$ cat src/rtl/jtframe_mist_pkg.sv
// Shared constants and types for the MiST frame glue: joystick/status bit indices,
// download state encoding and the programming-request record.
package jtframe_mist_pkg;

    localparam int JOY_R     = 0;
    localparam int JOY_L     = 1;
    localparam int JOY_D     = 2;
    localparam int JOY_U     = 3;
    localparam int JOY_B1    = 4;
    localparam int JOY_START = 11;
    localparam int JOY_COIN  = 12;
    localparam int JOY_PAUSE = 13;

    localparam int ST_RESET = 0;
    localparam int ST_FLIP  = 1;
    localparam int ST_VERT  = 2;
    localparam int ST_FX_LO = 6;
    localparam int ST_FX_HI = 7;
    localparam int ST_PSG   = 8;
    localparam int ST_FM    = 9;
    localparam int ST_TEST  = 10;

    typedef enum logic {
        DL_IDLE = 1'b0,
        DL_WAIT = 1'b1
    } dl_state_t;

    typedef struct packed {
        logic [21:0] addr;
        logic [7:0]  data;
        logic [1:0]  mask;
    } prog_req_t;

    localparam prog_req_t PROG_RST = '{addr: 22'd0, data: 8'd0, mask: 2'b11};

    // Active-high pad bits to active-low game bits; unused button slots read released.
    function automatic logic [9:0] joy_out(input logic [9:0] act, input int nbtn);
        logic [9:0] res;
        res = ~act;
        for (int i = 0; i < 10; i++) begin
            if (i > nbtn + 3) res[i] = 1'b1;
        end
        return res;
    endfunction

endpackage

$ cat src/rtl/jtframe_mist_if.sv
// ROM download stream in, SDRAM programming port out, plus the busy flag.
interface jtframe_mist_if;
    logic        downloading;
    logic [24:0] ioctl_addr;
    logic [7:0]  ioctl_data;
    logic        ioctl_wr;
    logic [21:0] prog_addr;
    logic [7:0]  prog_data;
    logic [1:0]  prog_mask;
    logic        prog_we;
    logic        prog_rdy;
    logic        dwnld_busy;

    modport master (
        input  downloading, ioctl_addr, ioctl_data, ioctl_wr, prog_rdy,
        output prog_addr, prog_data, prog_mask, prog_we, dwnld_busy
    );

    modport slave (
        output downloading, ioctl_addr, ioctl_data, ioctl_wr, prog_rdy,
        input  prog_addr, prog_data, prog_mask, prog_we, dwnld_busy
    );
endinterface

$ cat src/rtl/jtframe_mist_dwnld.sv
// Download write path: one write in flight on prog_*, one more held in a skid entry,
// anything beyond that is dropped. prog_we rises 1 cycle after ioctl_wr, holds until prog_rdy.
module jtframe_mist_dwnld
    import jtframe_mist_pkg::*;
(
    input  logic           clk_sys,
    input  logic           rst,
    jtframe_mist_if.master dl
);

    dl_state_t state_q, state_d;
    prog_req_t cur_q, cur_d;
    prog_req_t buf_q, buf_d;
    logic      buf_vld_q, buf_vld_d;
    logic      busy_q, busy_d;
    logic      wr_ok;
    prog_req_t req_in;

    always_comb begin
        wr_ok       = dl.ioctl_wr && dl.downloading && (dl.ioctl_addr[24:22] == 3'd0);
        req_in.addr = dl.ioctl_addr[22:1];
        req_in.data = dl.ioctl_data;
        req_in.mask = dl.ioctl_addr[0] ? 2'b01 : 2'b10;

        state_d   = state_q;
        cur_d     = cur_q;
        buf_d     = buf_q;
        buf_vld_d = buf_vld_q;

        case (state_q)
            DL_IDLE: begin
                // A buffered write goes out first; a simultaneous new one refills the buffer.
                if (buf_vld_q) begin
                    cur_d     = buf_q;
                    state_d   = DL_WAIT;
                    buf_vld_d = 1'b0;
                    if (wr_ok) begin
                        buf_d     = req_in;
                        buf_vld_d = 1'b1;
                    end
                end else if (wr_ok) begin
                    cur_d   = req_in;
                    state_d = DL_WAIT;
                end
            end
            DL_WAIT: begin
                if (dl.prog_rdy) state_d = DL_IDLE;
                if (wr_ok && !buf_vld_q) begin
                    buf_d     = req_in;
                    buf_vld_d = 1'b1;
                end
            end
            default: state_d = DL_IDLE;
        endcase

        busy_d = dl.downloading || (state_d == DL_WAIT) || buf_vld_d;
    end

    always_ff @(posedge clk_sys) begin
        if (rst) begin
            state_q   <= DL_IDLE;
            cur_q     <= PROG_RST;
            buf_q     <= PROG_RST;
            buf_vld_q <= 1'b0;
            busy_q    <= 1'b0;
        end else begin
            state_q   <= state_d;
            cur_q     <= cur_d;
            buf_q     <= buf_d;
            buf_vld_q <= buf_vld_d;
            busy_q    <= busy_d;
        end
    end

    assign dl.prog_addr  = cur_q.addr;
    assign dl.prog_data  = cur_q.data;
    assign dl.prog_mask  = cur_q.mask;
    assign dl.prog_we    = (state_q == DL_WAIT);
    assign dl.dwnld_busy = busy_q;

endmodule

$ cat src/rtl/jtframe_mist.sv
// MiST frame glue: pad remap, OSD dips, pause toggle, stretched game reset, ROM download.
// All outputs registered (1 cycle). JTFRAME_VERTICAL_EN adds direction rotation on status[2].
module jtframe_mist
    import jtframe_mist_pkg::*;
#(
    parameter int BUTTONS  = 2,
    parameter int RST_HOLD = 16
)(
    input  logic           clk_sys,
    input  logic           rst,
    input  logic [31:0]    status,
    input  logic           rst_req,
    input  logic [31:0]    joystick1,
    input  logic [31:0]    joystick2,
    output logic [9:0]     game_joystick1,
    output logic [9:0]     game_joystick2,
    output logic [3:0]     game_start,
    output logic [3:0]     game_coin,
    jtframe_mist_if.master dl,
    output logic           game_rst,
    output logic           LED,
    output logic           dip_flip,
    output logic           dip_test,
    output logic           dip_pause,
    output logic           enable_fm,
    output logic           enable_psg,
    output logic [1:0]     dip_fxlevel
);

    localparam int CW = (RST_HOLD < 1) ? 1 : $clog2(RST_HOLD + 1);

    logic [9:0]    gj1_q, gj1_d, gj2_q, gj2_d;
    logic [3:0]    start_q, start_d, coin_q, coin_d;
    logic          pause_q, pause_d;
    logic [1:0]    pz_q, pz_d;
    logic [CW-1:0] hold_q, hold_d;
    logic          grst_q, grst_d;
    logic [9:0]    rot1, rot2;
    logic          rst_src;
    logic          unused_in;

`ifdef JTFRAME_VERTICAL_EN
    function automatic logic [9:0] vrot(input logic [9:0] j);
        logic [9:0] r;
        r        = j;
        r[JOY_R] = j[JOY_U];
        r[JOY_L] = j[JOY_D];
        r[JOY_D] = j[JOY_R];
        r[JOY_U] = j[JOY_L];
        return r;
    endfunction

    always_comb begin
        rot1 = joystick1[9:0];
        rot2 = joystick2[9:0];
        if (status[ST_VERT]) begin
            rot1 = vrot(joystick1[9:0]);
            rot2 = vrot(joystick2[9:0]);
        end
    end
`else
    assign rot1 = joystick1[9:0];
    assign rot2 = joystick2[9:0];
`endif

    always_comb begin
        gj1_d   = joy_out(rot1, BUTTONS);
        gj2_d   = joy_out(rot2, BUTTONS);
        start_d = {2'b11, ~joystick2[JOY_START], ~joystick1[JOY_START]};
        coin_d  = {2'b11, ~joystick2[JOY_COIN],  ~joystick1[JOY_COIN]};
        pz_d    = {joystick2[JOY_PAUSE], joystick1[JOY_PAUSE]};
        // Either pad rising is one event, so simultaneous presses give a single toggle.
        pause_d = pause_q ^ (|(pz_d & ~pz_q));

        rst_src = rst_req || status[ST_RESET] || dl.downloading;
        hold_d  = hold_q;
        if (rst_src)            hold_d = CW'(RST_HOLD);
        else if (hold_q != '0)  hold_d = hold_q - 1'b1;
        grst_d  = rst_src || (hold_q != '0);
    end

    always_ff @(posedge clk_sys) begin
        if (rst) begin
            gj1_q   <= '1;
            gj2_q   <= '1;
            start_q <= '1;
            coin_q  <= '1;
            pause_q <= 1'b1;
            pz_q    <= 2'b00;
            hold_q  <= CW'(RST_HOLD);
            grst_q  <= 1'b1;
        end else begin
            gj1_q   <= gj1_d;
            gj2_q   <= gj2_d;
            start_q <= start_d;
            coin_q  <= coin_d;
            pause_q <= pause_d;
            pz_q    <= pz_d;
            hold_q  <= hold_d;
            grst_q  <= grst_d;
        end
    end

    // OSD switches are plain retimed copies and need no reset value.
    always_ff @(posedge clk_sys) begin
        dip_flip    <= status[ST_FLIP];
        dip_test    <= ~status[ST_TEST];
        enable_psg  <= ~status[ST_PSG];
        enable_fm   <= ~status[ST_FM];
        dip_fxlevel <= status[ST_FX_HI:ST_FX_LO] ^ 2'b10;
    end

    jtframe_mist_dwnld u_dwnld (
        .clk_sys (clk_sys),
        .rst     (rst),
        .dl      (dl)
    );

    assign game_joystick1 = gj1_q;
    assign game_joystick2 = gj2_q;
    assign game_start     = start_q;
    assign game_coin      = coin_q;
    assign dip_pause      = pause_q;
    assign game_rst       = grst_q;
    assign LED            = dl.dwnld_busy;

    assign unused_in = ^{status, joystick1[31:14], joystick2[31:14], joystick1[10], joystick2[10]};

endmodule

$ cat src/flat_wrapper.sv
// flat-port wrapper written by rule: the top's interface ports become plain ports
module jtframe_mist_flat import jtframe_mist_pkg::*;
#(
    parameter int BUTTONS  = 2,
    parameter int RST_HOLD = 16
)
  (clk_sys, rst, status, rst_req, joystick1, joystick2, game_joystick1, game_joystick2, game_start, game_coin, game_rst, LED, dip_flip, dip_test, dip_pause, enable_fm, enable_psg, dip_fxlevel, dl_downloading, dl_ioctl_addr, dl_ioctl_data, dl_ioctl_wr, dl_prog_rdy, dl_prog_addr, dl_prog_data, dl_prog_mask, dl_prog_we, dl_dwnld_busy);
  jtframe_mist_if dl_i ();
  input  logic clk_sys;
  input  logic rst;
  input  logic [31:0] status;
  input  logic rst_req;
  input  logic [31:0] joystick1;
  input  logic [31:0] joystick2;
  output logic [9:0] game_joystick1;
  output logic [9:0] game_joystick2;
  output logic [3:0] game_start;
  output logic [3:0] game_coin;
  output logic game_rst;
  output logic LED;
  output logic dip_flip;
  output logic dip_test;
  output logic dip_pause;
  output logic enable_fm;
  output logic enable_psg;
  output logic [1:0] dip_fxlevel;
  input wire logic [$bits(dl_i.downloading)-1:0] dl_downloading;
  input wire logic [$bits(dl_i.ioctl_addr)-1:0] dl_ioctl_addr;
  input wire logic [$bits(dl_i.ioctl_data)-1:0] dl_ioctl_data;
  input wire logic [$bits(dl_i.ioctl_wr)-1:0] dl_ioctl_wr;
  input wire logic [$bits(dl_i.prog_rdy)-1:0] dl_prog_rdy;
  output wire logic [$bits(dl_i.prog_addr)-1:0] dl_prog_addr;
  output wire logic [$bits(dl_i.prog_data)-1:0] dl_prog_data;
  output wire logic [$bits(dl_i.prog_mask)-1:0] dl_prog_mask;
  output wire logic [$bits(dl_i.prog_we)-1:0] dl_prog_we;
  output wire logic [$bits(dl_i.dwnld_busy)-1:0] dl_dwnld_busy;
  assign dl_i.downloading = dl_downloading;
  assign dl_i.ioctl_addr = dl_ioctl_addr;
  assign dl_i.ioctl_data = dl_ioctl_data;
  assign dl_i.ioctl_wr = dl_ioctl_wr;
  assign dl_i.prog_rdy = dl_prog_rdy;
  assign dl_prog_addr = dl_i.prog_addr;
  assign dl_prog_data = dl_i.prog_data;
  assign dl_prog_mask = dl_i.prog_mask;
  assign dl_prog_we = dl_i.prog_we;
  assign dl_dwnld_busy = dl_i.dwnld_busy;
  jtframe_mist #(.BUTTONS(BUTTONS), .RST_HOLD(RST_HOLD)) u_core (.clk_sys(clk_sys), .rst(rst), .status(status), .rst_req(rst_req), .joystick1(joystick1), .joystick2(joystick2), .game_joystick1(game_joystick1), .game_joystick2(game_joystick2), .game_start(game_start), .game_coin(game_coin), .dl(dl_i), .game_rst(game_rst), .LED(LED), .dip_flip(dip_flip), .dip_test(dip_test), .dip_pause(dip_pause), .enable_fm(enable_fm), .enable_psg(enable_psg), .dip_fxlevel(dip_fxlevel));
endmodule
$ cat config.mk
export PLATFORM = sky130hd
export DESIGN_NAME = jtframe_mist_flat
export DESIGN_NICKNAME = d
export VERILOG_FILES = /design/src/rtl/jtframe_mist_pkg.sv /design/src/rtl/jtframe_mist_if.sv /design/src/rtl/jtframe_mist_dwnld.sv /design/src/rtl/jtframe_mist.sv /design/src/flat_wrapper.sv
export SDC_FILE = /design/constraint.sdc
export NUM_CORES = 1
export LEC_CHECK = 0
export BUFFER_PORTS_ARGS = -buffer_cell sky130_fd_sc_hd__buf_2
export CAP_MARGIN = 20
export CORE_MARGIN = 10
export CORE_UTILIZATION = 30
export DETAILED_ROUTE_END_ITERATION = 12
export MAX_ROUTING_LAYER = met4
export PLACE_DENSITY = 0.6
export SLEW_MARGIN = 40
export SYNTH_ARGS = -nofsm -noshare
export SYNTH_HDL_FRONTEND = slang
export SYNTH_SLANG_ARGS = --single-unit
$ cat constraint.sdc
create_clock -name clk_sys -period 2.5 [get_ports clk_sys]
set_clock_uncertainty 0.1 [all_clocks]
set_input_delay 0.5 -clock clk_sys [delete_from_list [all_inputs] [get_ports clk_sys]]
set_output_delay 0.5 -clock clk_sys [all_outputs]
set_load 0.01 [all_outputs]
; ---- Word-level counts from Yosys, hierarchy flattened
; Cells that the tools add are included.
[classes]
addsub = 1
eq_ne = 3
muxes = 13
bitwise = 14
reduce_logical = 16
[op_table]
columns = op, count
row1 = two-way mux 32 bit, 4
row2 = case mux 32 bit (2 select lines), 1
row3 = NOT 6 bit, 2
row4 = NOT 1 bit, 9
row5 = logical OR 1 bit, 5
row6 = two-way mux 1 bit, 5
row7 = nonzero test 5 bit, 1
row8 = subtractor 5 x 1 -> 5 bit (second input constant), 1
row9 = != test 2 bit (second input constant), 2
row10 = case mux 1 bit (2 select lines), 2
row11 = OR reduction 2 bit, 2
row12 = logical AND 1 bit, 3
row13 = logical NOT 3 bit, 1
row14 = AND reduction 3 bit, 1
row15 = bitwise AND 2 bit, 1
row16 = two-way mux 2 bit, 1
row17 = != test 2 x 1 -> 1 bit (second input constant), 1
row18 = NOT 2 bit, 1
row19 = AND reduction 2 bit, 1
row20 = nonzero test 2 bit, 1
row21 = logical NOT 1 bit, 1
row22 = XOR 1 bit, 1
[word_totals]
ff_bits = 110
input_bits = 135
out_inout_bits = 71
elab_cells = 73

; ---- Depth between registers and ports, before layout
[depth]
word_depth = 7
depth_mapped = 6
mapped_depth_nobuf = 5

; ---- Modules after synthesis
; A second synthesis with hierarchy kept.
[hier_totals]
cells_unflattened = 405
area_unflattened_um2 = 4016.4
[by_module_without_submodules]
columns = mod, instances, cells_per_inst, area_per_inst_um2, seq_area_each_um2
row1 = jtframe_mist_dwnld, 1, 308, 3010.4, 1341.3
row2 = jtframe_mist, 1, 97, 1006.0, 620.6

; ---- Worst setup path after synthesis
; No wires, ideal clock.
[synth_timing]
path_type = input to register
from = input port dl_ioctl_addr[23]
to = register u_core.u_dwnld.buf_q[12] (netlist bit)
t_arrival_ps = 1455
required_ps = 2328
path_slack_ps = 873
stages = 5
path_buffers = 2
path_cell_list = and4bb_4 -> and3_4 -> buf_8 -> buf_12 -> mux2i_1
[synth_between]
elab_chain_len = 5
word_cells_on_any_way = 6
classes_between = eq/ne (2) / reduce/logical (4)
[synth_lines]
columns = element, line
row1 = start: declaration, flat_wrapper.sv:28  ; input wire logic [$bits(dl_i.ioctl_addr)-1:0] dl_ioctl_addr;
row2 = logical NOT 3 bit *, jtframe_mist_dwnld.sv:20  ; wr_ok = dl.ioctl_wr && dl.downloading && (dl.ioctl_addr[24:22] == 3'd0);
row3 = logical AND 1 bit *, jtframe_mist_dwnld.sv:20
row4 = logical AND 1 bit, jtframe_mist_dwnld.sv:48  ; if (wr_ok && !buf_vld_q) begin
row5 = != test 2 x 1 -> 1 bit (no source line), --
row6 = AND reduction 3 bit (no source line) *, --
row7 = end signal: assignment, jtframe_mist_dwnld.sv:69  ; buf_q <= buf_d;
row8 = end: declaration, jtframe_mist_dwnld.sv:13  ; prog_req_t buf_q, buf_d;
; Mark *: on every way between the ends. The rest lies on a longest branch, timed or not.
; A chain may end at the register's enable or synchronous reset.

; ---- Final worst setup path
[layout_timing]
from = register u_core.u_dwnld.buf_vld_q
to = register u_core.u_dwnld.buf_q[17] (netlist bit)
[layout_between]
elab_chain_len = 4
word_cells_on_any_way = 5
classes_between = eq/ne (2) / reduce/logical (3)
[layout_lines]
columns = element, line
row1 = start: declaration, jtframe_mist_dwnld.sv:14  ; logic buf_vld_q, buf_vld_d;
row2 = start signal: assignment, jtframe_mist_dwnld.sv:70  ; buf_vld_q <= buf_vld_d;
row3 = logical NOT 1 bit, jtframe_mist_dwnld.sv:48
row4 = logical AND 1 bit, jtframe_mist_dwnld.sv:48
row5 = != test 2 x 1 -> 1 bit (no source line), --
row6 = AND reduction 3 bit (no source line) *, --
; Marked as above.

==> flow_metrics.env <==
export IMPL_place_hpwl_um=6830
export IMPL_worst_pin_slew_ns=0.591
export IMPL_rr_worst_depth=3
export IMPL_yosysMostFrequentCell="nand2_1"
export IMPL_grt_usage_pct=10.4
export IMPL_synth_top_cell_area_share_pct=48.0
export IMPL_cts_buffers=9
export IMPL_cts_tree="done"
export IMPL_wire_per_inst_um=13.0
export IMPL_clk_pin_slew_ns=0.08
export IMPL_rsz0062_at_grt="no"
export IMPL_area_growth_pct=22.9
export IMPL_gr_total_overflow=0
export IMPL_via_per_inst=4.33
export IMPL_synthArstFlopShare_pct=0
export IMPL_chipWidth_um=137
export IMPL_post_place_ws_ns=0.439
export IMPL_intPower_mw=2.40
export IMPL_ys_ff_latch=98
export IMPL_cts_sinks=98
export IMPL_cp_depth=3
export IMPL_critPathArrivalTime_ns=2.11
export IMPL_diodes=0
export IMPL_dr_pass1_iters=4
export IMPL_critPathLaunch="u_core.u_dwnld.buf_vld_q"
export IMPL_io_buffers=122
export IMPL_setup_ws_ns=0.560
export IMPL_cts_setup_buffers=0
export IMPL_yosys_warnings=0
export IMPL_htreeDepth=3
export IMPL_synth_cell_type_count=39
export IMPL_synthTopCellsByCount="137 x nand2_1, 98 x dfxtp_1, 61 x mux2i_1"
export IMPL_totalNegativeSetupSlack_ns=0
export IMPL_power_switching_mw=0.797
export IMPL_cts_resized_gates=0
export IMPL_grt_max_degree=73
export IMPL_crit_end="u_core.u_dwnld.buf_q[17]"
export IMPL_drc=0
export IMPL_slowest_delay_ns=0.63
export IMPL_critical_path_required_ns=2.67
export IMPL_switching_share_pct=24.9
export IMPL_clockPowerShare_pct=42.5
export IMPL_io_pins=206
export IMPL_yosys_top_cells_area="dfxtp_1 48%, mux2i_1 15%, nand2_1 13%"
export IMPL_first_global_vias=3135
export IMPL_hold_path_class="input port to flop"
export IMPL_endpoint_kind="flop"
export IMPL_finalCriticalPeriod_ns=1.94
export IMPL_power_mw=3.20
export IMPL_ys_seq_area_share_pct=48.0
export IMPL_post_place_cells=698
export IMPL_synth_ff_type="dfxtp_1"
export IMPL_crit_chain="xor2_1 > and3_4 > mux2i_1"
export IMPL_avgSynthCellArea_um2=9.62
export IMPL_detail_route_iter0_violations=120
export IMPL_report_final_slew_viol_count=0
export IMPL_routed_wl_um=9300
export IMPL_drtAntennaViolNets=0
export IMPL_ir_drop_v=0.000275
export IMPL_synth_enable_flop_cells=0
export IMPL_core_rowCount=42
export IMPL_leakage_nw=2.36
export IMPL_insertion_delay_ns=0.35
export IMPL_powerDensity_nw_per_um2=637
export IMPL_combinationalPowerShare_pct=7.4
export IMPL_core_um2=13300
export IMPL_path_buf_inv=0
export IMPL_worstReg2RegEnd="u_core.u_dwnld.buf_q[17]"
export IMPL_cp_slowest_cell="dfxtp_2"
export IMPL_synth_largest_area_cell="dfxtp_1"
export IMPL_vias=3095
export IMPL_slew_headroom_pct=60.6
export IMPL_drive_above_1_share_pct=28.1
export IMPL_grt_pass1_wl_um=15200
export IMPL_status="finished, final reports clean"
export IMPL_finalNonFillerCells=714
export IMPL_floorplan_die_height_um=137
export IMPL_r2r_start="u_core.u_dwnld.buf_vld_q"
export IMPL_rrSetupSlack_ns=0.56
export IMPL_grt_antenna_before_repair=0
export IMPL_setup_viol=0
export IMPL_worst_setup_path_start_kind="flop"
export IMPL_cap_viol_max_count=0
export IMPL_path_delay_family="flip-flops"
export IMPL_sequentialPowerShare_pct=50.1
export IMPL_fin_nets=669
export IMPL_cp_max_fo=32
export IMPL_cts_hold_buf=0
export IMPL_min_period_over_period_pct=77.6
export IMPL_worst_setup_path_type="flop to flop"
export IMPL_finalWeightedCongestion=0.713
export IMPL_die_area_um2=18700
export IMPL_hold_viol=0
export IMPL_clockBufferDepth=2
export IMPL_max_freq_mhz=516
export IMPL_syn_area_um2=4090
export IMPL_root_buffer="clkbuf_16"
export IMPL_syn_inst=425
export IMPL_initial_core_util_pct=30.8
per-layer routing:
metal	up-vias	GRT usage (%)	wire (um)	share of wire, %
met1	1414	11.9	4120	44
li1	1577	-	-	-
met2	93	15.3	4080	44
met5	-	-	0	0
met4	0	4.26	157	1.7
met3	11	4.88	946	10
worst reg2reg max path: stages, from the launching register on:
cell     delay, ns
dfxtp_2       0.63
xor2_1        0.25
and3_4        0.61
mux2i_1       0.28
logic make-up after synthesis:
family                     count (synthesis)  synth area share [%]
buffers and inverters                     51                  7.95
xor gates and xnor gates                   4                 0.857
AOI/OAI and AO/OA                         13                  2.32
DFF                                       98                  48.0
and+or+nand+nor                          165                  17.0
other                                      1                0.0917
adders and majority gates                  1                 0.306
muxes                                     92                  23.5
power groups by stage:
stage               clock network, mW  registers, mW  logic (mW)
global route                     1.49           1.61       0.269
global placement                    0           1.64       0.235
detailed placement                  0           1.64       0.241
floorplan                           0           1.65       0.134
CTS                              1.43           1.60       0.242
finish                           1.36           1.60       0.237
cell usage in the layout, fill, tap and decap left out, types with 6 or more instances in the layout:
cell type,synthesis,layout
mux2_1,31,31
dfxtp_1,98,97
buf_2,5,122
clkbuf_16,0,9
mux2i_1,61,61
inv_1,9,9
nor2b_1,6,6
conb_1,1,12
nor2_1,8,8
nand2_1,137,137
per-stage QoR:
step | hold slack, ns | area [um^2] | utilization [%]
after CTS | 0.124 | 5020 | 37.8
after detailed placement | 0.347 | 4730 | 35.6
after global placement | 0.340 | 4730 | 35.6
after global routing | 0.115 | 5020 | 37.8
after floorplan | 0.329 | 4130 | -
final | 0.141 | 5020 | 37.8
registers in the layout, summed over array words and instances (netlist names):
register                      count
u_core.dip_flip                   1
u_core.dip_fxlevel                2
u_core.dip_pause                  1
u_core.dip_test                   1
u_core.enable_fm                  1
u_core.enable_psg                 1
u_core.game_coin                  2
u_core.game_joystick1             6
u_core.game_joystick2             6
u_core.game_rst                   1
u_core.game_start                 2
u_core.hold_q                     5
u_core.pz_q                       2
u_core.u_dwnld.buf_q             32
u_core.u_dwnld.buf_vld_q          1
u_core.u_dwnld.dl.dwnld_busy      1
u_core.u_dwnld.dl.prog_addr      22
u_core.u_dwnld.dl.prog_data       8
u_core.u_dwnld.dl.prog_mask       2
u_core.u_dwnld.dl.prog_we         1
worst min-delay path by stage:
stage,from,end,depth (start not counted)
3_5_place_dp,u_core.u_dwnld.buf_q[6],u_core.u_dwnld.buf_q[6],2
5_1_grt,status[6],u_core.dip_fxlevel[0],1
6_report,status[6],u_core.dip_fxlevel[0],1
2_1_floorplan,u_core.hold_q[4],u_core.hold_q[4],2
4_1_cts,status[6],u_core.dip_fxlevel[0],1
3_3_place_gp,u_core.hold_q[4],u_core.hold_q[4],2
cell type report:
| cell class | count | area [um^2] |
|---|---|---|
| clock buffer | 9 | 225 |
| clock inverter | 7 | 71.3 |
| fill | 1374 | 8270 |
| inverter | 10 | 40.0 |
| multi-input combinational | 287 | 1840 |
| sequential | 98 | 1960 |
| tap | 176 | 220 |
| timing repair buffer | 127 | 661 |
(Power assumes the default switching activity.)
